===== config.mk =====
export PLATFORM = sky130hd
export DESIGN_NAME = alarm_controller_flat
export DESIGN_NICKNAME = d
export VERILOG_FILES = /design/src/rtl/clock_pkg.sv /design/src/rtl/alarm_controller_if.sv /design/src/rtl/alarm_sec_timer.sv /design/src/rtl/alarm_controller.sv /design/src/flat_wrapper.sv
export SDC_FILE = /design/constraint.sdc
export NUM_CORES = 1
export LEC_CHECK = 0
export ABC_AREA = 1
export CORE_ASPECT_RATIO = 0.7
export CORE_UTILIZATION = 30
export DETAILED_ROUTE_END_ITERATION = 6
export GPL_TIMING_DRIVEN = 1
export PLACE_DENSITY_LB_ADDON = 0.25
export SYNTH_ARGS = -nofsm -noshare
export SYNTH_HDL_FRONTEND = slang
export SYNTH_SLANG_ARGS = --single-unit

===== constraint.sdc =====
create_clock -name clk -period 1.67 [get_ports clk]
set_input_delay 0.167 -clock clk [delete_from_list [all_inputs] [get_ports clk]]
set_output_delay 0.167 -clock clk [all_outputs]
set_load 0.005 [all_outputs]

===== src/rtl/clock_pkg.sv =====
// Shared types and time-range constants for the alarm controller.
package clock_pkg;

  typedef enum logic [1:0] {
    ST_IDLE    = 2'd0,
    ST_ARMED   = 2'd1,
    ST_RINGING = 2'd2,
    ST_SNOOZE  = 2'd3
  } alarm_state_e;

  localparam logic [7:0] HOUR_MIN = 8'd1;
  localparam logic [7:0] HOUR_MAX = 8'd12;
  localparam logic [7:0] MIN_MAX  = 8'd59;

  function automatic logic set_time_ok(input logic [7:0] hh, input logic [7:0] mm);
    return (hh >= HOUR_MIN) && (hh <= HOUR_MAX) && (mm <= MIN_MAX);
  endfunction

endpackage


===== src/rtl/alarm_controller_if.sv =====
// Time, control and status bundle between the alarm controller and its host.
interface alarm_controller_if;

  logic [7:0] hh;
  logic [7:0] mm;
  logic [7:0] ss;
  logic       am_pm;
  logic       alarm_en;
  logic       set_valid;
  logic [7:0] set_hh;
  logic [7:0] set_mm;
  logic       set_am_pm;
  logic       snooze;
  logic       stop;
  logic       ring;
  logic       snoozing;
  logic       armed;
  logic [7:0] alarm_hh;
  logic [7:0] alarm_mm;
  logic       alarm_am_pm;
  logic [3:0] snooze_cnt;
  logic       set_err;

  modport master (
    output hh, mm, ss, am_pm, alarm_en, set_valid, set_hh, set_mm, set_am_pm, snooze, stop,
    input  ring, snoozing, armed, alarm_hh, alarm_mm, alarm_am_pm, snooze_cnt, set_err
  );

  modport slave (
    input  hh, mm, ss, am_pm, alarm_en, set_valid, set_hh, set_mm, set_am_pm, snooze, stop,
    output ring, snoozing, armed, alarm_hh, alarm_mm, alarm_am_pm, snooze_cnt, set_err
  );

endinterface


===== src/rtl/alarm_sec_timer.sv =====
// 16-bit loadable seconds down-counter; holds at zero instead of wrapping.
module alarm_sec_timer (
  input  logic        clk,
  input  logic        reset,
  input  logic        i_load,
  input  logic [15:0] i_load_val,
  input  logic        i_nsec,
  output logic [15:0] o_value,
  output logic        o_zero
);

  logic [15:0] r_value;

  always_ff @(posedge clk or posedge reset) begin
    if (reset)
      r_value <= '0;
    else if (i_load)
      r_value <= i_load_val;
    else if (i_nsec && (r_value != 16'd0))
      r_value <= r_value - 16'd1;
  end

  assign o_value = r_value;
  assign o_zero  = (r_value == 16'd0);

endmodule


===== src/rtl/alarm_controller.sv =====
// Alarm clock controller: arm, ring, snooze and auto-silence against an upstream time of day.
module alarm_controller
  import clock_pkg::*;
#(
  parameter int SNOOZE_SEC = 300,
  parameter int RING_SEC   = 60,
  parameter int MAX_SNOOZE = 3
) (
  input  logic               clk,
  input  logic               reset,
  alarm_controller_if.slave  bus
);

  localparam logic [15:0] RING_LD   = 16'(RING_SEC);
  localparam logic [15:0] SNOOZE_LD = 16'(SNOOZE_SEC);
  localparam logic [3:0]  MAX_CNT   = 4'(MAX_SNOOZE);

  alarm_state_e r_state, w_nxt;
  logic [7:0]   r_ss_q, r_alarm_hh, r_alarm_mm;
  logic         r_alarm_am_pm, r_ring, r_snoozing, r_armed, r_set_err;
  logic [3:0]   r_cnt, w_cnt_nxt;
  logic         w_nsec, w_match, w_expire, w_ld, w_err_nxt, w_store;
  logic [15:0]  w_ld_val, w_tmr_val;
  logic         w_tmr_zero;

  assign w_nsec   = (bus.ss != r_ss_q);
  assign w_match  = (bus.hh == r_alarm_hh) && (bus.mm == r_alarm_mm) &&
                    (bus.am_pm == r_alarm_am_pm) && (bus.ss == 8'd0) && w_nsec;
  // The timer reaches zero on this very edge, so the state change lines up with it.
  assign w_expire = w_nsec && (w_tmr_zero || (w_tmr_val == 16'd1));

  alarm_sec_timer u_timer (
    .clk        (clk),
    .reset      (reset),
    .i_load     (w_ld),
    .i_load_val (w_ld_val),
    .i_nsec     (w_nsec),
    .o_value    (w_tmr_val),
    .o_zero     (w_tmr_zero)
  );

  always_comb begin
    w_nxt     = r_state;
    w_cnt_nxt = r_cnt;
    w_ld      = 1'b0;
    w_ld_val  = '0;
    w_err_nxt = 1'b0;
    w_store   = 1'b0;
    if (!bus.alarm_en) begin
      w_nxt     = ST_IDLE;
      w_cnt_nxt = '0;
      w_ld      = 1'b1;
    end else if (bus.set_valid) begin
      if (set_time_ok(bus.set_hh, bus.set_mm)) begin
        w_store   = 1'b1;
        w_nxt     = ST_ARMED;
        w_cnt_nxt = '0;
      end else begin
        w_err_nxt = 1'b1;
      end
    end else begin
      unique case (r_state)
        ST_IDLE: w_nxt = ST_ARMED;
        ST_ARMED: begin
          if (w_match) begin
            w_nxt    = ST_RINGING;
            w_ld     = 1'b1;
            w_ld_val = RING_LD;
          end
        end
        ST_RINGING: begin
          if (bus.stop) begin
            w_nxt     = ST_ARMED;
            w_cnt_nxt = '0;
          end else if (bus.snooze && (r_cnt < MAX_CNT)) begin
            w_nxt     = ST_SNOOZE;
            w_cnt_nxt = r_cnt + 4'd1;
            w_ld      = 1'b1;
            w_ld_val  = SNOOZE_LD;
          end else if (w_expire) begin
            w_nxt     = ST_ARMED;
            w_cnt_nxt = '0;
          end
        end
        ST_SNOOZE: begin
          if (bus.stop) begin
            w_nxt     = ST_ARMED;
            w_cnt_nxt = '0;
          end else if (w_expire) begin
            w_nxt    = ST_RINGING;
            w_ld     = 1'b1;
            w_ld_val = RING_LD;
          end
        end
        default: w_nxt = ST_IDLE;
      endcase
    end
  end

  always_ff @(posedge clk or posedge reset) begin
    if (reset) begin
      r_state       <= ST_IDLE;
      r_ss_q        <= '0;
      r_cnt         <= '0;
      r_ring        <= 1'b0;
      r_snoozing    <= 1'b0;
      r_armed       <= 1'b0;
      r_set_err     <= 1'b0;
      r_alarm_hh    <= HOUR_MAX;
      r_alarm_mm    <= '0;
      r_alarm_am_pm <= 1'b0;
    end else begin
      r_state    <= w_nxt;
      r_ss_q     <= bus.ss;
      r_cnt      <= w_cnt_nxt;
      r_ring     <= (w_nxt == ST_RINGING);
      r_snoozing <= (w_nxt == ST_SNOOZE);
      r_armed    <= (w_nxt == ST_ARMED);
      r_set_err  <= w_err_nxt;
      if (w_store) begin
        r_alarm_hh    <= bus.set_hh;
        r_alarm_mm    <= bus.set_mm;
        r_alarm_am_pm <= bus.set_am_pm;
      end
    end
  end

  assign bus.ring        = r_ring;
  assign bus.snoozing    = r_snoozing;
  assign bus.armed       = r_armed;
  assign bus.set_err     = r_set_err;
  assign bus.snooze_cnt  = r_cnt;
  assign bus.alarm_hh    = r_alarm_hh;
  assign bus.alarm_mm    = r_alarm_mm;
  assign bus.alarm_am_pm = r_alarm_am_pm;

endmodule


===== src/flat_wrapper.sv =====
// flat-port wrapper written by rule: the top's interface ports become plain ports
module alarm_controller_flat import clock_pkg::*;
#(
  parameter int SNOOZE_SEC = 300,
  parameter int RING_SEC   = 60,
  parameter int MAX_SNOOZE = 3
)
  (clk, reset, bus_hh, bus_mm, bus_ss, bus_am_pm, bus_alarm_en, bus_set_valid, bus_set_hh, bus_set_mm, bus_set_am_pm, bus_snooze, bus_stop, bus_ring, bus_snoozing, bus_armed, bus_alarm_hh, bus_alarm_mm, bus_alarm_am_pm, bus_snooze_cnt, bus_set_err);
  alarm_controller_if bus_i ();
  input  logic clk;
  input  logic reset;
  input wire logic [$bits(bus_i.hh)-1:0] bus_hh;
  input wire logic [$bits(bus_i.mm)-1:0] bus_mm;
  input wire logic [$bits(bus_i.ss)-1:0] bus_ss;
  input wire logic [$bits(bus_i.am_pm)-1:0] bus_am_pm;
  input wire logic [$bits(bus_i.alarm_en)-1:0] bus_alarm_en;
  input wire logic [$bits(bus_i.set_valid)-1:0] bus_set_valid;
  input wire logic [$bits(bus_i.set_hh)-1:0] bus_set_hh;
  input wire logic [$bits(bus_i.set_mm)-1:0] bus_set_mm;
  input wire logic [$bits(bus_i.set_am_pm)-1:0] bus_set_am_pm;
  input wire logic [$bits(bus_i.snooze)-1:0] bus_snooze;
  input wire logic [$bits(bus_i.stop)-1:0] bus_stop;
  output wire logic [$bits(bus_i.ring)-1:0] bus_ring;
  output wire logic [$bits(bus_i.snoozing)-1:0] bus_snoozing;
  output wire logic [$bits(bus_i.armed)-1:0] bus_armed;
  output wire logic [$bits(bus_i.alarm_hh)-1:0] bus_alarm_hh;
  output wire logic [$bits(bus_i.alarm_mm)-1:0] bus_alarm_mm;
  output wire logic [$bits(bus_i.alarm_am_pm)-1:0] bus_alarm_am_pm;
  output wire logic [$bits(bus_i.snooze_cnt)-1:0] bus_snooze_cnt;
  output wire logic [$bits(bus_i.set_err)-1:0] bus_set_err;
  assign bus_i.hh = bus_hh;
  assign bus_i.mm = bus_mm;
  assign bus_i.ss = bus_ss;
  assign bus_i.am_pm = bus_am_pm;
  assign bus_i.alarm_en = bus_alarm_en;
  assign bus_i.set_valid = bus_set_valid;
  assign bus_i.set_hh = bus_set_hh;
  assign bus_i.set_mm = bus_set_mm;
  assign bus_i.set_am_pm = bus_set_am_pm;
  assign bus_i.snooze = bus_snooze;
  assign bus_i.stop = bus_stop;
  assign bus_ring = bus_i.ring;
  assign bus_snoozing = bus_i.snoozing;
  assign bus_armed = bus_i.armed;
  assign bus_alarm_hh = bus_i.alarm_hh;
  assign bus_alarm_mm = bus_i.alarm_mm;
  assign bus_alarm_am_pm = bus_i.alarm_am_pm;
  assign bus_snooze_cnt = bus_i.snooze_cnt;
  assign bus_set_err = bus_i.set_err;
  alarm_controller #(.SNOOZE_SEC(SNOOZE_SEC), .RING_SEC(RING_SEC), .MAX_SNOOZE(MAX_SNOOZE)) u_core (.clk(clk), .reset(reset), .bus(bus_i));
endmodule

# After elaboration in Yosys (flattened, before gate mapping)
# Cells that the tools add are included.
# W data, S select, Z words.
# word_totals
wordCells	90
output_inout_bits	25
input_bits	48
reg_bits	51
# op_classes
n_lt_le_gt_ge	4
n_addsub	2
eq_ne	15
mux	42
reduce_logical	16
# op_table
cell	n
$mux W16	6
$pmux W16 S3	1
$mux W4	7
$mux W2	9
$eq A16 B1 Y1 const B	1
$eq A8 B8 Y1	2
$logic_not A16 Y1	1
$reduce_bool A16 Y1	1
$sub A16 B1 Y16 const B	1
$mux W1	13
$mux W6	2
$logic_and A1 B1 Y1	9
$mux W9	1
$eq A2 B2 Y1 const B	4
$ge A8 B1 Y1 const B	1
$le A8 B4 Y1 const B	1
$le A8 B6 Y1 const B	1
$logic_not A8 Y1	1
$ne A8 B8 Y1	1
$pmux W2 S4	1
$pmux W4 S2	1
$ne A6 B4 Y1 const B	1
$add A4 B1 Y4 const B	1
$eq A2 B1 Y1 const B	2
other kinds (10)	10

# Logic depth before layout (Yosys ltp)
# Gate-level depths: netlist of the first run.
# depth
ltp_word	10
ltp_mapped	15
ltp_nobuf	15

# Hierarchy
# A second synthesis of the first run with hierarchy kept.
# hier_totals
cells_unflattened	485
hier_area_um2	3255.6
# by_module_without_submodules
module	cells_each	area_each_um2	seq_area_each_um2	instances
alarm_controller	313	2125.8	878.3	1
alarm_sec_timer	172	1129.8	400.4	1

# Worst setup path before layout of the first run
# Ideal clock, no wire load.
# synth_timing
path_kind	flip-flop to flip-flop
from	register u_core.u_timer.r_value[0], in the netlist u_core.u_timer.o_value[0]
to	register u_core.u_timer.r_value[2], in the netlist u_core.u_timer.o_value[2]
path_stages_with_launch	11
required_time_ns	1.552
setup_ns	0.118
path_slack_ns	0.059
period_less_slack_ns	1.611
n_path_buf	0
arrival_ns	1.493
cell_sequence	dfrtp_1 > inv_1 > ha_1 > o21ai_1 > nor2_4 > nand4_1 > nand3_2 > nand2_4 > nand3_2 > nand2_1 > nand2_1
# synth_between
elab_chain_cells	9
elab_cells_between_ends	20
cone_classes	add/sub (1); eq/ne (1); mux (12); reduce/logical (6)
# synth_rtl
element	line_no	rtl
start, declared	alarm_sec_timer.sv:12	logic [15:0] r_value;
start signal, assigned	alarm_sec_timer.sv:18	r_value <= i_load_val;
start signal, assigned	alarm_sec_timer.sv:20	r_value <= r_value - 16'd1;
$eq A16 B1 Y1 / $logic_not A16 Y1 (equally long branches)	alarm_controller.sv:30, alarm_sec_timer.sv:24	
$logic_or A1 B1 Y1	alarm_controller.sv:30	assign w_expire = w_nsec && (w_tmr_zero || (w_tmr_val == 16'd1));
$logic_and A1 B1 Y1	alarm_controller.sv:30	
$mux W6 / $mux W1 (equally long branches)	alarm_controller.sv:89	end else if (w_expire) begin
$mux W16 / $mux W1 (equally long branches)	alarm_controller.sv:86	if (bus.stop) begin
$pmux W16 S3 / $pmux W1 S3 (equally long branches)	alarm_controller.sv:62	unique case (r_state)
$mux W16 / $mux W1 (equally long branches)	alarm_controller.sv:53	end else if (bus.set_valid) begin
$mux W16 / $mux W1 (equally long branches)	alarm_controller.sv:49	if (!bus.alarm_en) begin
$mux W16 / $reduce_bool A2 Y1 (equally long branches)	--	
# Parallel ways exist; a longest one is shown, timed or not. The select of a mux whose other input is x is not followed.
# A chain may end at the register's enable or synchronous reset.

# Worst setup path in the final report of the first run
# layout_timing
from	register u_core.u_timer.r_value[14], in the netlist u_core.u_timer.o_value[14]
to	register u_core.u_timer.r_value[8], in the netlist u_core.u_timer.o_value[8]
# layout_between
elab_chain_cells	9
elab_cells_between_ends	13
cone_classes	eq/ne (1); mux (6); reduce/logical (6)
# layout_rtl
element	line_no
$eq A16 B1 Y1 / $logic_not A16 Y1 (equally long branches)	alarm_controller.sv:30, alarm_sec_timer.sv:24
$logic_or A1 B1 Y1	alarm_controller.sv:30
$logic_and A1 B1 Y1	alarm_controller.sv:30
$mux W1	alarm_controller.sv:89
$mux W1	alarm_controller.sv:86
$pmux W1 S3	alarm_controller.sv:62
$mux W1	alarm_controller.sv:53
$mux W1	alarm_controller.sv:49
$mux W16 / $reduce_bool A2 Y1 (equally long branches)	--
# Parallel ways exist; a longest one is shown, timed or not.

==> flow_metrics.tcl, run 1 <==
set metrics [dict create \
    place_area_um2 4398 \
    ff2ff_path_depth 12 \
    p_total_uw 4549 \
    drtIter0Drc 137 \
    core-area_um2 9722 \
    synth-seq-area-share 0.4251 \
    comb_power_share 0.445 \
    holdPathStages 1 \
    clock_latency_ns 0.30 \
    relSlewSlack 0.7768 \
    seq_power_share 0.325 \
    wl_mm 8.485 \
    antenna_found_initial 0 \
    yosysWarnings 0 \
    grt_pass1_vias 3037 \
    gp_congestion 0.8394 \
    stdcell_area_um2 4767 \
    power.internal_uw 2919 \
    final_nets 612 \
    cap_violations 0 \
    power.density_nw_per_um2 954.2 \
    vdd_drop_max_mv 0.4196 \
    crit_arrival_ns 1.95 \
    slowest_stage "dfrtp_1" \
    critPathCaptureType "flip-flop" \
    leakage_uw 0.002490 \
    htreeDepth 2 \
    synth_edf_count 0 \
    die_h_um 85.78 \
    fp.dieW_um 121.7 \
    synth.top_cells.by_count "nand2_1, inv_1, dfrtp_1" \
    rsz0062_at_grt "yes" \
    run_status "finished, violations left" \
    syn_inst 410 \
    synth_area_um2 3008 \
    port_buffers 72 \
    gr-usage-all-layers 0.1755 \
    startpoint_type "flip-flop" \
    cts.clk_slew.worst_paths_ns 0.07 \
    viasPerCell 4.334 \
    crit_path_cell_trace "nor2_2 -> nand3_2 -> nor2_4 -> nand2_2 -> nor2_4 -> nand4_1 -> nand3_2 -> nand2_4 -> nand3_1 -> nand2_1 -> nand2_1 -> inv_1" \
    synth_cell_types 32 \
    crit_start "u_core.u_timer.o_value[14]" \
    cts_buffers 5 \
    hold_violations 0 \
    critPathMaxFanout 5 \
    yosysMostFrequentCell "nand2_1" \
    fin_crit_ns 1.758 \
    n_antenna_cell 0 \
    crit_family "simple AND/OR/NAND/NOR gates" \
    ys_top_cells_by_area "dfrtp_1, nand2_1, inv_1" \
    fp-row-count 30 \
    max_freq_ghz 0.5690 \
    tightest_slew_ns 0.3313 \
    dieArea_um2 10440 \
    max_stage_delay_ns 0.39 \
    async_flop_share 1.000 \
    clockRootBuffer "clkbuf_16" \
    cts_tree "built" \
    switching_share 0.3583 \
    min_period_over_period 1.052 \
    ant_nets 0 \
    pwr-share-clk 0.230 \
    synthFlopType "dfrtp_1" \
    num_vias 2986 \
    drc 2 \
    synth_seq_cells 51 \
    clock_sinks 51 \
    finClkSkew_ns 0.008935 \
    critPathKind "flip-flop to flip-flop" \
    wl_per_cell_um 12.31 \
    synth_fp_nets 462 \
    worst_slack_ns -0.08753 \
    grt_max_degree 52 \
    yosysTopAreaCellShare 0.4077 \
    violations "DRC, setup timing" \
    required_ns 1.86 \
    r2r_start "u_core.u_timer.o_value[14]" \
    syn_avg_cell_area_um2 7.336 \
    setup_violations 20 \
    boundaryPins 73 \
    first_pass_iters 6 \
    start_util 0.3094 \
    min_path_type "input pin to flip-flop" \
    power_switching_uw 1630 \
    report.final.slew_viol_count 0 \
    hp-start "bus_ss[6]" \
    yosysTopAreaCell "dfrtp_1" \
    cp_num_cells 12 \
    drive_gt1_frac 0.2496 \
    dpl.hpwl_mm 6.458 \
    worst-path-buf-inv 1 \
    areaGrowthSynthToFinish_pct 58.49 \
    grt_remaining_overflow 0 \
    cts.path.max_buffers 2 \
    grt_pass1_wl_mm 14.38 \
]
-- final timing paths --
path / endpoint / slack (ns)
min in group asynchronous: u_core.bus.snooze_cnt[2] / 0.25
worst min register to register: u_core.bus.snooze_cnt[3] / 0.50
max in group asynchronous: u_core.bus.alarm_hh[2] / 1.12
worst max-delay path: u_core.u_timer.o_value[8] / -0.09
worst max register to register: u_core.u_timer.o_value[8] / -0.09
worst min-delay path: u_core.r_ss_q[6] / 0.05
-- layout make-up --
type / count / area [um2]
fill: 971 / 4955
multi-input combinational: 296 / 1645
timing repair buffer: 145 / 1297
sequential: 51 / 1279
inverter: 60 / 231.5
tap: 128 / 160.2
clock buffer: 6 / 128.9
clock inverter: 2 / 17.52
timing repair inverter: 1 / 7.507
-- sequential cells by signal, summed over array words and instances (netlist names) --
name / flops
u_core.bus.alarm_am_pm: 1
u_core.bus.snoozing: 1
u_core.bus.set_err: 1
u_core.bus.ring: 1
u_core.bus.armed: 1
u_core.u_timer.o_value: 16
u_core.bus.alarm_hh: 8
u_core.bus.snooze_cnt: 4
u_core.r_ss_q: 8
u_core.r_state: 2
u_core.bus.alarm_mm: 8
-- metrics by stage --
step | cells | hold WS (ns) | worst slack (ns) | utilization | TNS [ns]
final | 689 | 0.04677 | -0.08753 | 0.4903 | -1.075
after global routing | 689 | 0.05223 | -0.2155 | 0.4903 | -3.759
after CTS | 685 | 0.2680 | -0.06125 | 0.4744 | -0.7260
after detailed placement | 675 | 0.4943 | -0.3708 | 0.4524 | -8.942
after global placement | 675 | 0.4778 | -0.2888 | 0.4524 | -6.989
after floorplan | 410 | 0.1984 | 0.05909 | - | 0
-- power by group through the flow --
| stage | clock (uW) | combinational, uW | sequential (uW) |
|---|---|---|---|
| 2_1_floorplan | 0 | 1050 | 1520 |
| 3_3_place_gp | 0 | 1880 | 1500 |
| 3_5_place_dp | 0 | 1900 | 1500 |
| 4_1_cts | 1080 | 1970 | 1480 |
| 5_1_grt | 1130 | 2270 | 1500 |
| 6_report | 1040 | 2020 | 1480 |
-- cells by family (layout without fill, tap and decap cells) --
logic type      count (synthesis)  count (layout)  synth area share
compound gates                 19              19           0.03619
buf+inv                        64             214           0.08194
simple gates                  248             249            0.3702
fa+ha+maj                       4               4           0.01664
xor+xnor                       24              24           0.06988
flops                          51              51            0.4251
-- what timing repair did --
action	4_1_cts	5_1_grt
hold buffers	0	0
pin swaps	6	13
cloned	1	1
hold endpoints to repair	0	0
resized for setup	12	33
setup endpoints to repair	25	39
buffers inserted	1	3
-- layer usage --
metal,wire [um],up-vias,global-route usage
li1,-,1565,-
met2,3544,59,0.2634
met3,344,10,0.03657
met4,104,0,0.04826
met5,0,-,0
met1,4492,1352,0.2537
-- placed cells by master (no fill, tap or decap), types with 2 or more instances in the layout --
| master | synthesis | routed |
|---|---|---|
| a21oi_1 | 5 | 5 |
| xor2_1 | 6 | 6 |
| nand2_4 | 2 | 5 |
| inv_2 | 4 | 4 |
| xnor2_2 | 0 | 5 |
| ha_1 | 4 | 3 |
| clkdlybuf4s50_1 | 0 | 67 |
| nor4_1 | 2 | 2 |
| nand2_2 | 7 | 12 |
| clkinv_4 | 0 | 2 |
| dlymetal6s2s_1 | 0 | 5 |
| nor3_1 | 3 | 3 |
| nand3_1 | 11 | 9 |
| nor2_4 | 2 | 9 |
| inv_1 | 56 | 54 |
| nand4_1 | 18 | 18 |
| nor2_2 | 7 | 8 |
| clkinvlp_4 | 0 | 2 |
| clkbuf_16 | 0 | 5 |
| xnor2_1 | 18 | 13 |
| nand2_1 | 139 | 132 |
| dfstp_2 | 2 | 2 |
| nand3_2 | 3 | 4 |
| o21ai_0 | 7 | 7 |
| buf_4 | 1 | 71 |
| dfrtp_1 | 49 | 49 |
| nor2_1 | 48 | 40 |
| o21ai_1 | 3 | 2 |
| o21ai_2 | 3 | 3 |
Power figures use the tool's default switching activity.
==> run 2: changes to the inputs <==
CTS_CLUSTER_SIZE = 14   (was unset)
==> results of run 2 <==
Same layout as run 1: the final DEF is identical, and so are final timing and power.
